[config.mk]
export PLATFORM = sky130hd
export DESIGN_NAME = regfile_wb_arbiter
export DESIGN_NICKNAME = d
export VERILOG_FILES = /design/src/rtl/regfile_wb_arbiter_pkg.sv /design/src/rtl/regfile_wb_arbiter_rr_pick.sv /design/src/rtl/regfile_wb_arbiter.sv
export SDC_FILE = /design/constraint.sdc
export NUM_CORES = 1
export LEC_CHECK = 0
export CELL_PAD_IN_SITES_DETAIL_PLACEMENT = 0
export CELL_PAD_IN_SITES_GLOBAL_PLACEMENT = 1
export CORE_MARGIN = 2
export CORE_UTILIZATION = 30
export DETAILED_ROUTE_END_ITERATION = 6
export PLACE_DENSITY_LB_ADDON = 0.12
export SLEW_MARGIN = 20
export SYNTH_ARGS = -nofsm -noshare
export SYNTH_HDL_FRONTEND = slang
export SYNTH_HIERARCHICAL = 1
export SYNTH_SLANG_ARGS = --single-unit
export TNS_END_PERCENT = 5
[constraint.sdc]
create_clock -name clk -period 4.7 [get_ports clk]
set_input_delay 0.94 -clock clk [delete_from_list [all_inputs] [get_ports clk]]
set_output_delay 0.94 -clock clk [all_outputs]
set_load 0.02 [all_outputs]
[src/rtl/regfile_wb_arbiter_pkg.sv]
// Shared register-file and writeback-source constants for the writeback arbiter.
// These values are used by regfile_wb_arbiter and regfile_wb_arbiter_rr_pick.
package regfile_wb_arbiter_pkg;

   localparam int REG_AW = 5;
   localparam int REG_DW = 32;
   localparam logic [REG_AW-1:0] REG_ZERO = 5'd0;

   // Writeback requester indices, used as positions in the request vectors.
   localparam int WB_SRC_ALU = 0;
   localparam int WB_SRC_MEM = 1;
   localparam int WB_SRC_MDU = 2;

   // After reset, last_ptr points at the highest requester so requester 0 wins first.
   function automatic logic [1:0] rst_ptr(input int nreq);
      return 2'(nreq - 1);
   endfunction

endpackage

[src/rtl/regfile_wb_arbiter_rr_pick.sv]
// Combinational round-robin picker.
// The search starts one position past last_ptr and wraps around.
// The first valid requester found gets a one-hot grant and its encoded index.
// When no request is valid, both outputs are zero.
module regfile_wb_arbiter_rr_pick #(
   parameter int NREQ = 3
) (
   input  logic [NREQ-1:0] valid,
   input  logic [1:0]      last_ptr,
   output logic [NREQ-1:0] grant,
   output logic [1:0]      idx
);

   localparam int IW = $clog2(NREQ);

   int   cand;
   logic found;

   // Walk the requesters in priority order starting after last_ptr; the first valid one wins.
   always_comb begin
      grant = '0;
      idx   = 2'd0;
      found = 1'b0;
      cand  = 0;
      for (int k = 1; k <= NREQ; k++) begin
         cand = (int'(last_ptr) + k) % NREQ;
         if (!found && valid[cand[IW-1:0]]) begin
            grant[cand[IW-1:0]] = 1'b1;
            idx                 = 2'(cand);
            found               = 1'b1;
         end
      end
   end

endmodule

[src/rtl/regfile_wb_arbiter.sv]
// Round-robin arbiter for the single register-file write port.
// Up to NREQ writeback requesters (ALU, load data, mult/div) share the port.
// At most one request is granted per cycle, and the winner's address and data are registered.
// Registered outputs:
//   wr_ena/wr_addr feed the active-low 5-to-32 write-select decoder.
//   wr_data goes to the register file.
// Handshake: req_ready is a combinational one-hot grant. A request is accepted in any cycle
// where req_valid[i] & req_ready[i] is high. A requester keeps valid, addr and data stable
// until it is accepted, and it may drop valid at any time before that with no side effect.
// Optional build macro WB_ZERO_FILTER_EN: a granted write to register 0 is consumed
// but never reaches the register file (wr_ena stays low the following cycle).
module regfile_wb_arbiter
   import regfile_wb_arbiter_pkg::*;
#(
   parameter int NREQ = 3,
   parameter int AW   = REG_AW,
   parameter int DW   = REG_DW
) (
   input  logic             clk,
   input  logic             rst_n,
   input  logic [NREQ-1:0]    req_valid,
   input  logic [NREQ*AW-1:0] req_addr,
   input  logic [NREQ*DW-1:0] req_data,
   output logic [NREQ-1:0]    req_ready,
   input  logic             wb_stall,
   output logic             wr_ena,
   output logic [AW-1:0]    wr_addr,
   output logic [DW-1:0]    wr_data,
   output logic [1:0]       grant_id
);

   logic [1:0]      last_ptr;
   logic [NREQ-1:0] pick_grant;
   logic [1:0]      pick_idx;
   logic            grant_any;
   logic            win_wr;
   logic [AW-1:0]   win_addr;
   logic [DW-1:0]   win_data;

   regfile_wb_arbiter_rr_pick #(.NREQ(NREQ)) u_pick (
      .valid    (req_valid),
      .last_ptr (last_ptr),
      .grant    (pick_grant),
      .idx      (pick_idx)
   );

   // A stall masks every grant; a write that is already registered still completes.
   assign req_ready = wb_stall ? '0 : pick_grant;
   assign grant_any = |req_ready;

   // Select the winner's address and data; non-granted requesters are never sampled.
   always_comb begin
      win_addr = '0;
      win_data = '0;
      for (int i = 0; i < NREQ; i++) begin
         if (pick_idx == 2'(i)) begin
            win_addr = req_addr[i*AW +: AW];
            win_data = req_data[i*DW +: DW];
         end
      end
   end

`ifdef WB_ZERO_FILTER_EN
   // A write to $zero is accepted but suppressed before the register file.
   assign win_wr = (win_addr != AW'(REG_ZERO));
`else
   // A write to $zero is passed through; the register file ignores it.
   assign win_wr = 1'b1;
`endif

   // Register the winning write.
   // last_ptr moves only on a grant.
   // The write outputs hold their values when no write is issued.
   always_ff @(posedge clk or negedge rst_n) begin
      if (!rst_n) begin
         last_ptr <= rst_ptr(NREQ);
         wr_ena   <= 1'b0;
         wr_addr  <= '0;
         wr_data  <= '0;
         grant_id <= 2'd0;
      end else begin
         wr_ena <= grant_any & win_wr;
         if (grant_any) begin
            last_ptr <= pick_idx;
         end
         if (grant_any && win_wr) begin
            wr_addr  <= win_addr;
            wr_data  <= win_data;
            grant_id <= pick_idx;
         end
      end
   end

endmodule
Word level (Yosys, flattened, before mapping). Index checks and enable logic that the tools add are counted.

Input bits: 117. Bits in registers: 42. Output and inout port bits: 43.

$lt $le $gt $ge: 6. Bitwise operators: 2. Mux-type cells: 27. Equality and inequality tests: 2. Reduce and logical (&&, ||, !) cells: 9. Add/subtract/negate cells: 3. Div/mod/pow operators: 3.

Operators by type and width (count): remainder unit 32 x 3 -> 32 bit, second input constant (3); 2-to-1 mux 32 bit (3); 2-to-1 mux 5 bit (3); 2-to-1 mux 3 bit (4); less-than comparator 2 x 3 -> 1 bit, second input constant (3); 2-to-1 mux 1 bit (8); adder 2 x 2 -> 3 bit, second input constant (2); binary-select mux 1 bit (select 2 bit) (3); demux 1 bit (select 2 bit) (3); >= comparator 2 x 1 -> 1 bit, second input constant (3); 2-to-1 mux 2 bit (3); bitwise OR 3 bit (2); logical AND 1 bit (5); adder 2 x 1 -> 3 bit, second input constant (1); OR reduction 3 bit (1); == test 2 x 1 -> 1 bit, second input constant (1); == test 2 bit, second input constant (1); logical NOT 1 bit (2); logical NOT 2 bit (1).

Depth between registers and ports, before layout.
Word-level depth: 15. Gate-level depth with buffers: 11. Depth with buffers taken out: 9.

Hierarchy. Netlist, hierarchy kept.

Modules (own cells, without submodules): regfile_wb_arbiter (sequential area each 1027.2 um2, cells each 178, area each 2353.5 um2, instances 1); regfile_wb_arbiter_rr_pick (sequential area each 0.0 um2, cells each 35, area each 280.3 um2, instances 1).

Worst setup path before layout. No wires, ideal clock.

Path type: input to output. From: input port req_valid[2]. To: output port req_ready[1]. Cell stages on the path: 5. Data required time: 3.760 ns. Arrival: 2.039 ns. Slack: 1.721 ns. Cell sequence: and3b_1 -> a2111oi_2 -> a21oi_1 -> o22ai_1 -> nor2b_1.

Word-level cells in the longest chain between the ends: 10.

Ends and longest elaborated chain: from (decl) (RTL line regfile_wb_arbiter.sv:21) `input logic [NREQ-1:0] req_valid,`; binary-select mux 1 bit (select 2 bit) (RTL line regfile_wb_arbiter_rr_pick.sv:27) `if (!found && valid[cand[IW-1:0]]) begin`; 2-to-1 mux 1 bit (implied by the code) (RTL line regfile_wb_arbiter_rr_pick.sv:27); 2-to-1 mux 1 bit (RTL line regfile_wb_arbiter_rr_pick.sv:27); logical NOT 1 bit (RTL line regfile_wb_arbiter_rr_pick.sv:27); logical AND 1 bit (RTL line regfile_wb_arbiter_rr_pick.sv:27); 2-to-1 mux 1 bit (RTL line regfile_wb_arbiter_rr_pick.sv:27); logical NOT 1 bit (RTL line regfile_wb_arbiter_rr_pick.sv:27); logical AND 1 bit (RTL line regfile_wb_arbiter_rr_pick.sv:27); 2-to-1 mux 3 bit (*) (RTL line regfile_wb_arbiter_rr_pick.sv:27); via pick_grant[1] (RTL line regfile_wb_arbiter.sv:33) `logic [NREQ-1:0] pick_grant;`; 2-to-1 mux 3 bit (*) (RTL line regfile_wb_arbiter.sv:48) `assign req_ready = wb_stall ? '0 : pick_grant;`; to (decl) (RTL line regfile_wb_arbiter.sv:24) `output logic [NREQ-1:0] req_ready,`.

Mark *: on every way through the listed nets, which the timed path passes. The rest lies on a longest branch. The select of a mux whose other input is x is not followed.

Worst setup path in the final report. Ends and elaborated chain as after synthesis.

==> results.md <==
* DRT Pass-1 Iters at 4
* Hold violation count in the final report at 0
* Max Clk Rate at 0.247 GHz
* Max Cap Viol at 0
* # Post-CTS Setup Buffers at 0
* Worst-Margin Slew at 0.973 ns
* Synth unique cells at 33
* First-pass GRT wire length at 12000 microns
* Critical path endpoint category: output pin
* Crit path DAT at 3.11 ns
* Setup TNS at 0 ns
* Post-route minimum period at 4.05 ns
* Average size of a mapped cell at 12.4 sq um
* Warnings from Yosys at 6
* Most used cell along the critical path: clkdlybuf4s50_1
* Footprint of the multi-input gates at 1480 sq um
* GP Congestion at 0.783
* CP Class: in -> out
* Cell area after synthesis at 2630 sq um
* Crit start category: input port
* Max Root-Sink Buffers at 2
* Buffers on Ports at 159
* Relative slew slack at 0.350
* Initial DRC count at 41
* Cell taking the most area after synthesis: dfrtp_1
* Top cell type's share of synthesized area at 0.380
* Die area at 9540 sq um
* RSZ-0062 raised after global routing: no
* Vias per Instance at 4.90
* Routed WL at 7240 microns
* Num CTS Buffers at 5
* # diodes at 0
* Fillers at 809
* P&R area growth vs syn at 65.2%
* CTS HTree Levels at 2
* Most frequent cells after synthesis: dfrtp_1 (40), mux2i_1 (40), o2bb2ai_1 (37)
* Initial Util at 0.305
* Setup Viol. Count Final at 0
* Leak pwr at 1.68 nW
* Max FO, Critical Path at 6
* Row count at 34
* Share of cells above drive strength 1 at 0.139
* Initial antenna violation count at 0
* Max Slew Vio Count at 0
* CTS tree: done
* #FFs+latches synth at 41
* Drt wl/cell at 15.2 microns
* Core area at 8640 sq um
* CP max stage cell: clkdlybuf4s50_1
* Register area at 1030 sq um
* Net Count, Synth at 334
* Tot Pwr at 2.78 mW
* CP peak stage delay at 0.60 ns
* Mapped Cells at 213
* Die Y at 97.7 microns
* CP Cell Sequence: clkdlybuf4s50_1, and3b_1, a2111oi_2, a21oi_1, o22ai_1, nor2b_1, clkdlybuf4s50_1
* Clock transition at path regs at 0.08 ns
* CP required at 3.76 ns
* DP HPWL at 5270 microns
* Root Driver: clkbuf_8
* I/O pins at 160
* PwrDens at 639 nW/um^2
* Final Cycle Share at 0.861
* Resized cells post-CTS at 0
* Die extent in x at 97.7 microns
* Worst skew pair latency at 0.28 ns
* Global route overflow at 0
* Largest net degree at the start of global routing at 42
* Hold Path Class: reg -> reg
* Vias in the first global route at 2555
* DRC viols at 0
* Final net count at 487
* Peak supply drop at 0.293 mV
* Post-route ant nets at 0
* Total track usage at 0.153
* Status: finished clean
* Post-CTS Hold Fix Bufs at 0
* Async set-reset flop share out of synthesis at 1.00
* Synth area leaders: dfrtp_1 (38%), mux2i_1 (15%), mux2_2 (14%), o2bb2ai_1 (12%), mux2_1 (3.8%)
* Worst Clk Skew at 0.00278 ns
* CTS Sinks at 41
* Sequential share of the synthesized area at 0.390
* Post-synth top flop: dfrtp_1
* Vias at 2326
* Post-synth EDFFs at 0
-- worst max-delay path: cells and delay by family --
kind	cells	cell delay (ns)
and+or+nand+nor	2	0.40
AOI/OAI and AO/OA	3	0.67
buffers and inverters	2	1.10
-- layout make-up --
cell class | instances | area share
inverter | 4 | 0.00345
sequential | 41 | 0.236
multi-input combinational | 151 | 0.340
tap | 108 | 0.0311
timing repair buffer | 163 | 0.371
clock buffer | 8 | 0.0184
-- sequential cells by signal (all words and copies together) (netlist names) --
register  count
grant_id      2
last_ptr      1
wr_data      32
wr_ena        1
wr_addr       5
-- per-layer routing --
| layer | part of all wire | wire length [microns] | global-route usage | vias up |
|---|---|---|---|---|
| li1 | - | - | - | 1121 |
| met3 | 0.079 | 574 | 0.0525 | 10 |
| met4 | 0.018 | 128 | 0.0417 | 0 |
| met5 | 0 | 0 | 0 | - |
| met1 | 0.41 | 2980 | 0.182 | 1111 |
| met2 | 0.49 | 3560 | 0.264 | 84 |
-- kinds of logic after synthesis --
group | Yosys count | share of synthesized area
fa+ha+maj | 4 | 0.0190
compound gates | 50 | 0.166
flops | 41 | 0.390
mux | 81 | 0.327
buf+inv | 21 | 0.0589
simple gates | 16 | 0.0390
-- where the power goes --
group	switching [mW]	internal [mW]	leakage, nW
registers	0.0846	0.541	0.496
logic	0.961	0.971	1.15
clock network	0.116	0.106	0.0395
total	1.16	1.62	1.68
-- through the flow --
stage / hold slack (ns) / setup WS [ns] / cells / utilization / instance area (sq um)
finish: 0.494 / 0.654 / 475 / 0.504 / 4350
global route: 0.509 / 0.498 / 475 / 0.504 / 4350
CTS: 0.497 / 0.643 / 475 / 0.504 / 4350
detailed placement: 0.478 / 0.644 / 467 / 0.495 / 4270
global placement: 0.470 / 0.662 / 467 / 0.495 / 4270
floorplan: 0.538 / 1.72 / 213 / - / 2630
-- placed cells by master (no fill, tap or decap), drive strengths merged --
cell type	n
nor2	3
clkdlybuf4s50	158
clkbuf	8
a21oi	2
o221ai	1
a221oi	1
o21a	1
mux2	41
nor3	1
o22ai	2
mux2i	40
nor2b	4
a2111oi	1
ha	4
o21ai	3
o41ai	1
dfstp	1
nand3b	2
and2b	1
and3b	1
o2bb2ai	37
nand2b	2
o21bai	1
buf	5
dfrtp	40
inv	4
nand2	2
-- final timing paths --
path / end / start / slack (ns) / depth (start not counted)
setup reg to reg: wr_data[2] / last_ptr[1] / 1.66 / 9
min in group asynchronous: wr_data[19] / rst_n / 0.80 / 1
setup / recovery: req_ready[1] / req_valid[2] / 0.65 / 7
hold / removal: wr_data[26] / wr_data[26] / 0.49 / 1
max in group asynchronous: wr_data[3] / rst_n / 3.31 / 1
hold reg to reg: wr_data[26] / wr_data[26] / 0.49 / 1
Note: power is estimated with default switching activity, not from simulation.
==> RTL edit 1, RTL diff (same flow settings) <==
Set the package constant `REG_AW` to 6 (it was 5).
--- a/src/rtl/regfile_wb_arbiter_pkg.sv
+++ b/src/rtl/regfile_wb_arbiter_pkg.sv
@@ -3,5 +3,5 @@
 package regfile_wb_arbiter_pkg;
 
-   localparam int REG_AW = 5;
+   localparam int REG_AW = 6;
    localparam int REG_DW = 32;
    localparam logic [REG_AW-1:0] REG_ZERO = 5'd0;
Interface: changed (resized req_addr and wr_addr); port bits go from 160 to 164. No check against the original RTL was run, so the function may have changed too.
==> RTL edit 1 against the unedited design <==
  * Final area is 3.8% higher
  * Power is 6.2% higher
  * Sequential cell count is 1 higher
  * Setup slack better by 16 ps
  * Sequential share of layout area is 0.32 points lower
  * Routed wire length is 3.7% higher
  * Global-route usage is 0.19 points lower
  * Count of clock-buffer cells in the layout is 2 lower
  * Synthesized area is 2.3% higher
  * Critical path type unchanged
  * Largest cell class unchanged
==> RTL edit 1: results <==
[synth]
yosys-top-cells-area = dfrtp_1 38%, mux2i_1 15%, mux2_2 13%, o2bb2ai_1 12%, mux2_4 5.0%
syn-num-nets = 342
synthAdderAreaFrac_pct = 1.86
synth_compound_area_share_pct = 16.5
synth-seq-area-share_pct = 39.1
synthMuxAreaShare_pct = 34.0

[finish]
layout-drive-gt1-share_pct = 17.0
final_nets = 500

[sta]
relSlewSlack_pct = 38.4
fin_skew_ps = 6.47

[min_path]
hold_path_end = wr_addr[4]
worstHoldStart = wr_addr[4]

[placed_design]
dp_slack_ps = 660
dpl_cell_area_sq_um = 4420
gp_congestion = 0.881
port_buffers = 163
hpwl_um = 5800

[setup_path]
arrival_ps = 3090
r2r_end = wr_data[8]
reg2reg_setup_slack_ps = 1490

[global_routing]
grtUsageTotal_pct = 15.1
grt_pass1_vias = 2406
grt_pass1_wl_um = 12000

[detailed_routing]
drt_iter0_markers = 13
viasPerCell = 4.80

[status]
status = complete, no violations

[power_and_ir_drop]
vdd_drop_max_v = 0.000233
p_leak_nw = 1.77
## RTL edit 1: layout make-up
cell class / count / area, sq um
Clock buffer: 6 / 82.6
Clock inverter: 2 / 12.5
Fill cell: 816 / 4200
Inverter: 4 / 15.0
Multi-Input combinational cell: 154 / 1540
Sequential cell: 42 / 1050
Tap cell: 108 / 135
Timing Repair Buffer: 169 / 1680
## RTL edit 1: cell families after synthesis
kind of cell,after synthesis
flops,42
compound gates,51
buf+inv,22
fa+ha+maj,4
simple gates,16
mux,83
## RTL edit 1: power by group
| group | switching (mW) | internal, mW | total [mW] |
|---|---|---|---|
| sequential | 0.0926 | 0.554 | 0.647 |
| clock | 0.121 | 0.118 | 0.239 |
| combinational | 0.993 | 1.07 | 2.07 |
| total | 1.21 | 1.75 | 2.95 |
## RTL edit 1: worst max-delay path by stage
stage            startpoint           end  slack (ps)  depth (start not counted)
3_3_place_gp   req_valid[2]  req_ready[1]         680                          7
2_1_floorplan  req_valid[2]  req_ready[1]        1760                          5
6_report       req_valid[2]  req_ready[1]         670                          7
4_1_cts        req_valid[2]  req_ready[1]         660                          7
5_1_grt        req_valid[2]  req_ready[1]         510                          7
3_5_place_dp   req_valid[2]  req_ready[1]         660                          7
## RTL edit 1: metrics by stage
step	cells	power [mW]
after detailed placement	477	2.76
final	485	2.95
after CTS	485	3.01
after global routing	485	3.18
after global placement	477	2.74
after floorplan	218	2.03
## RTL edit 1: layer usage
metal  wire length, um  share of wire, %  GRT usage (%)  vias to the layer above
met5                 0                 0              0                        -
met4                36              0.48           3.48                        0
met1              3270                44           18.5                     1068
li1                  -                 -              -                     1150
met3               707               9.4           5.39                        2
met2              3490                46           25.7                      106
==> RTL edit 2, RTL diff (same flow settings) <==
Without the edit above. Reset style: synchronous (`rst_n`), changed in one clocked block.
--- a/src/rtl/regfile_wb_arbiter.sv
+++ b/src/rtl/regfile_wb_arbiter.sv
@@ -72,5 +72,5 @@
    // last_ptr moves only on a grant.
    // The write outputs hold their values when no write is issued.
-   always_ff @(posedge clk or negedge rst_n) begin
+   always_ff @(posedge clk) begin
       if (!rst_n) begin
          last_ptr <= rst_ptr(NREQ);
Function: differs if rst_n is asserted again (counterexample within 4 cycles, from zero or initial values and one cycle with rst_n low); with rst_n held inactive, the same outputs for 10 cycles.
==> RTL edit 2 against the unedited design <==
  * Non-clock buffer count up 3
  * Power up 6.0%
  * Final area up 3.2%
  * Synthesized area up 4.3%
  * Sequential cell count unchanged
  * Routed wire length up 21%
  * Hold slack worse by 6.4 ps
  * Setup slack worse by 21 ps
  * Critical path type unchanged
  * Highest routed layer unchanged
==> RTL edit 2: results <==
[global_routing]
grt_max_degree = 40
grt_pass1_vias = 2864
use_met2_pct = 30.7
use_met1_pct = 20.9
use_met3_pct = 5.34
grtUsageTotal_pct = 17.4
grt_pass1_wl_um = 14000

[min_path]
hp-class = reg2reg
worstHoldStart = grant_id[1]
holdPathStages = 2
hold_path_end = grant_id[1]

[status]
status = complete, no violations

[synth]
synth-async-reset-ratio_pct = 0
synth-seq-area-share_pct = 29.9
syn-num-nets = 430
ys.flop_type = dfxtp_1
synth_common_cells = 41 x dfxtp_1, 40 x mux2i_1, 39 x nor2_1
synth_cell_types = 35
syn_inst = 309
yosys-top-cells-area = dfxtp_1 30%, mux2i_1 15%, o311a_1 13%, a21o_1 10%, and2_1 8.4%

[sta]
worstMarginPinSlew_ps = 616
fin_skew_ps = 4.46
holdWs_ps = 487
setup_slack_ps = 633

[cts]
path_clk_slew_ps = 70
clk-insertion-delay-late_ps = 290

[finish]
reg.largest.list = wr_data x32, wr_addr x5, grant_id x2
layout-drive-gt1-share_pct = 4.64
final_cells = 561
diodes = 0
final_nets = 573

[setup_path]
arrival_ps = 3130
reg2reg_depth = 10
r2r_start = grant_id[0]
reg2reg_setup_slack_ps = 1450
r2r_end = wr_data[30]

[detailed_routing]
wl_met2_um = 4190
wire_per_inst_um = 15.7
met3_wirelength_um = 770
drt-met1-wl_um = 3780
drt_iter0_markers = 48
vias = 2823

[placed_design]
gp_congestion = 0.717
placed_cells = 553
dp_slack_ps = 654
dpl_cell_area_sq_um = 4380
hpwl_um = 6160

[power_and_ir_drop]
vdd_drop_max_v = 0.000320
p_leak_nw = 1.97
[RTL edit 2: changes by cell type in the layout (fill, tap and decap cells not counted), sizes merged, moves of 2 or more]
cell	delta
buf	+2
and2	+37
a21o	+37
nand3	+3
o2bb2ai	-37
mux2	-40
o311a	+37
nor2	+37
dfrtp	-40
a21oi	+2
inv	+2
o21ai	+3
dfxtp	+41
[RTL edit 2: power by group]
part | internal (mW) | switching (mW)
registers | 0.508 | 0.0835
clock network | 0.173 | 0.122
logic | 0.979 | 1.08
[RTL edit 2: layout make-up]
type,instances,area (sq um)
tap,108,135
timing repair buffer,166,1640
sequential,41,821
clock inverter,1,30.0
inverter,6,22.5
fill,854,4310
clock buffer,7,86.3
multi-input combinational,232,1750
[RTL edit 2: cells by family (layout without fill, tap and decap cells)]
logic type                 Yosys count  after routing  synth area share, %
AOI/OAI and AO/OA                   92             92                 28.6
DFF                                 41             41                 29.9
and+or+nand+nor                     95             95                 17.9
adders and majority gates            4              4                 1.82
muxes                               41             41                 15.0
buffers and inverters               36            180                 6.83
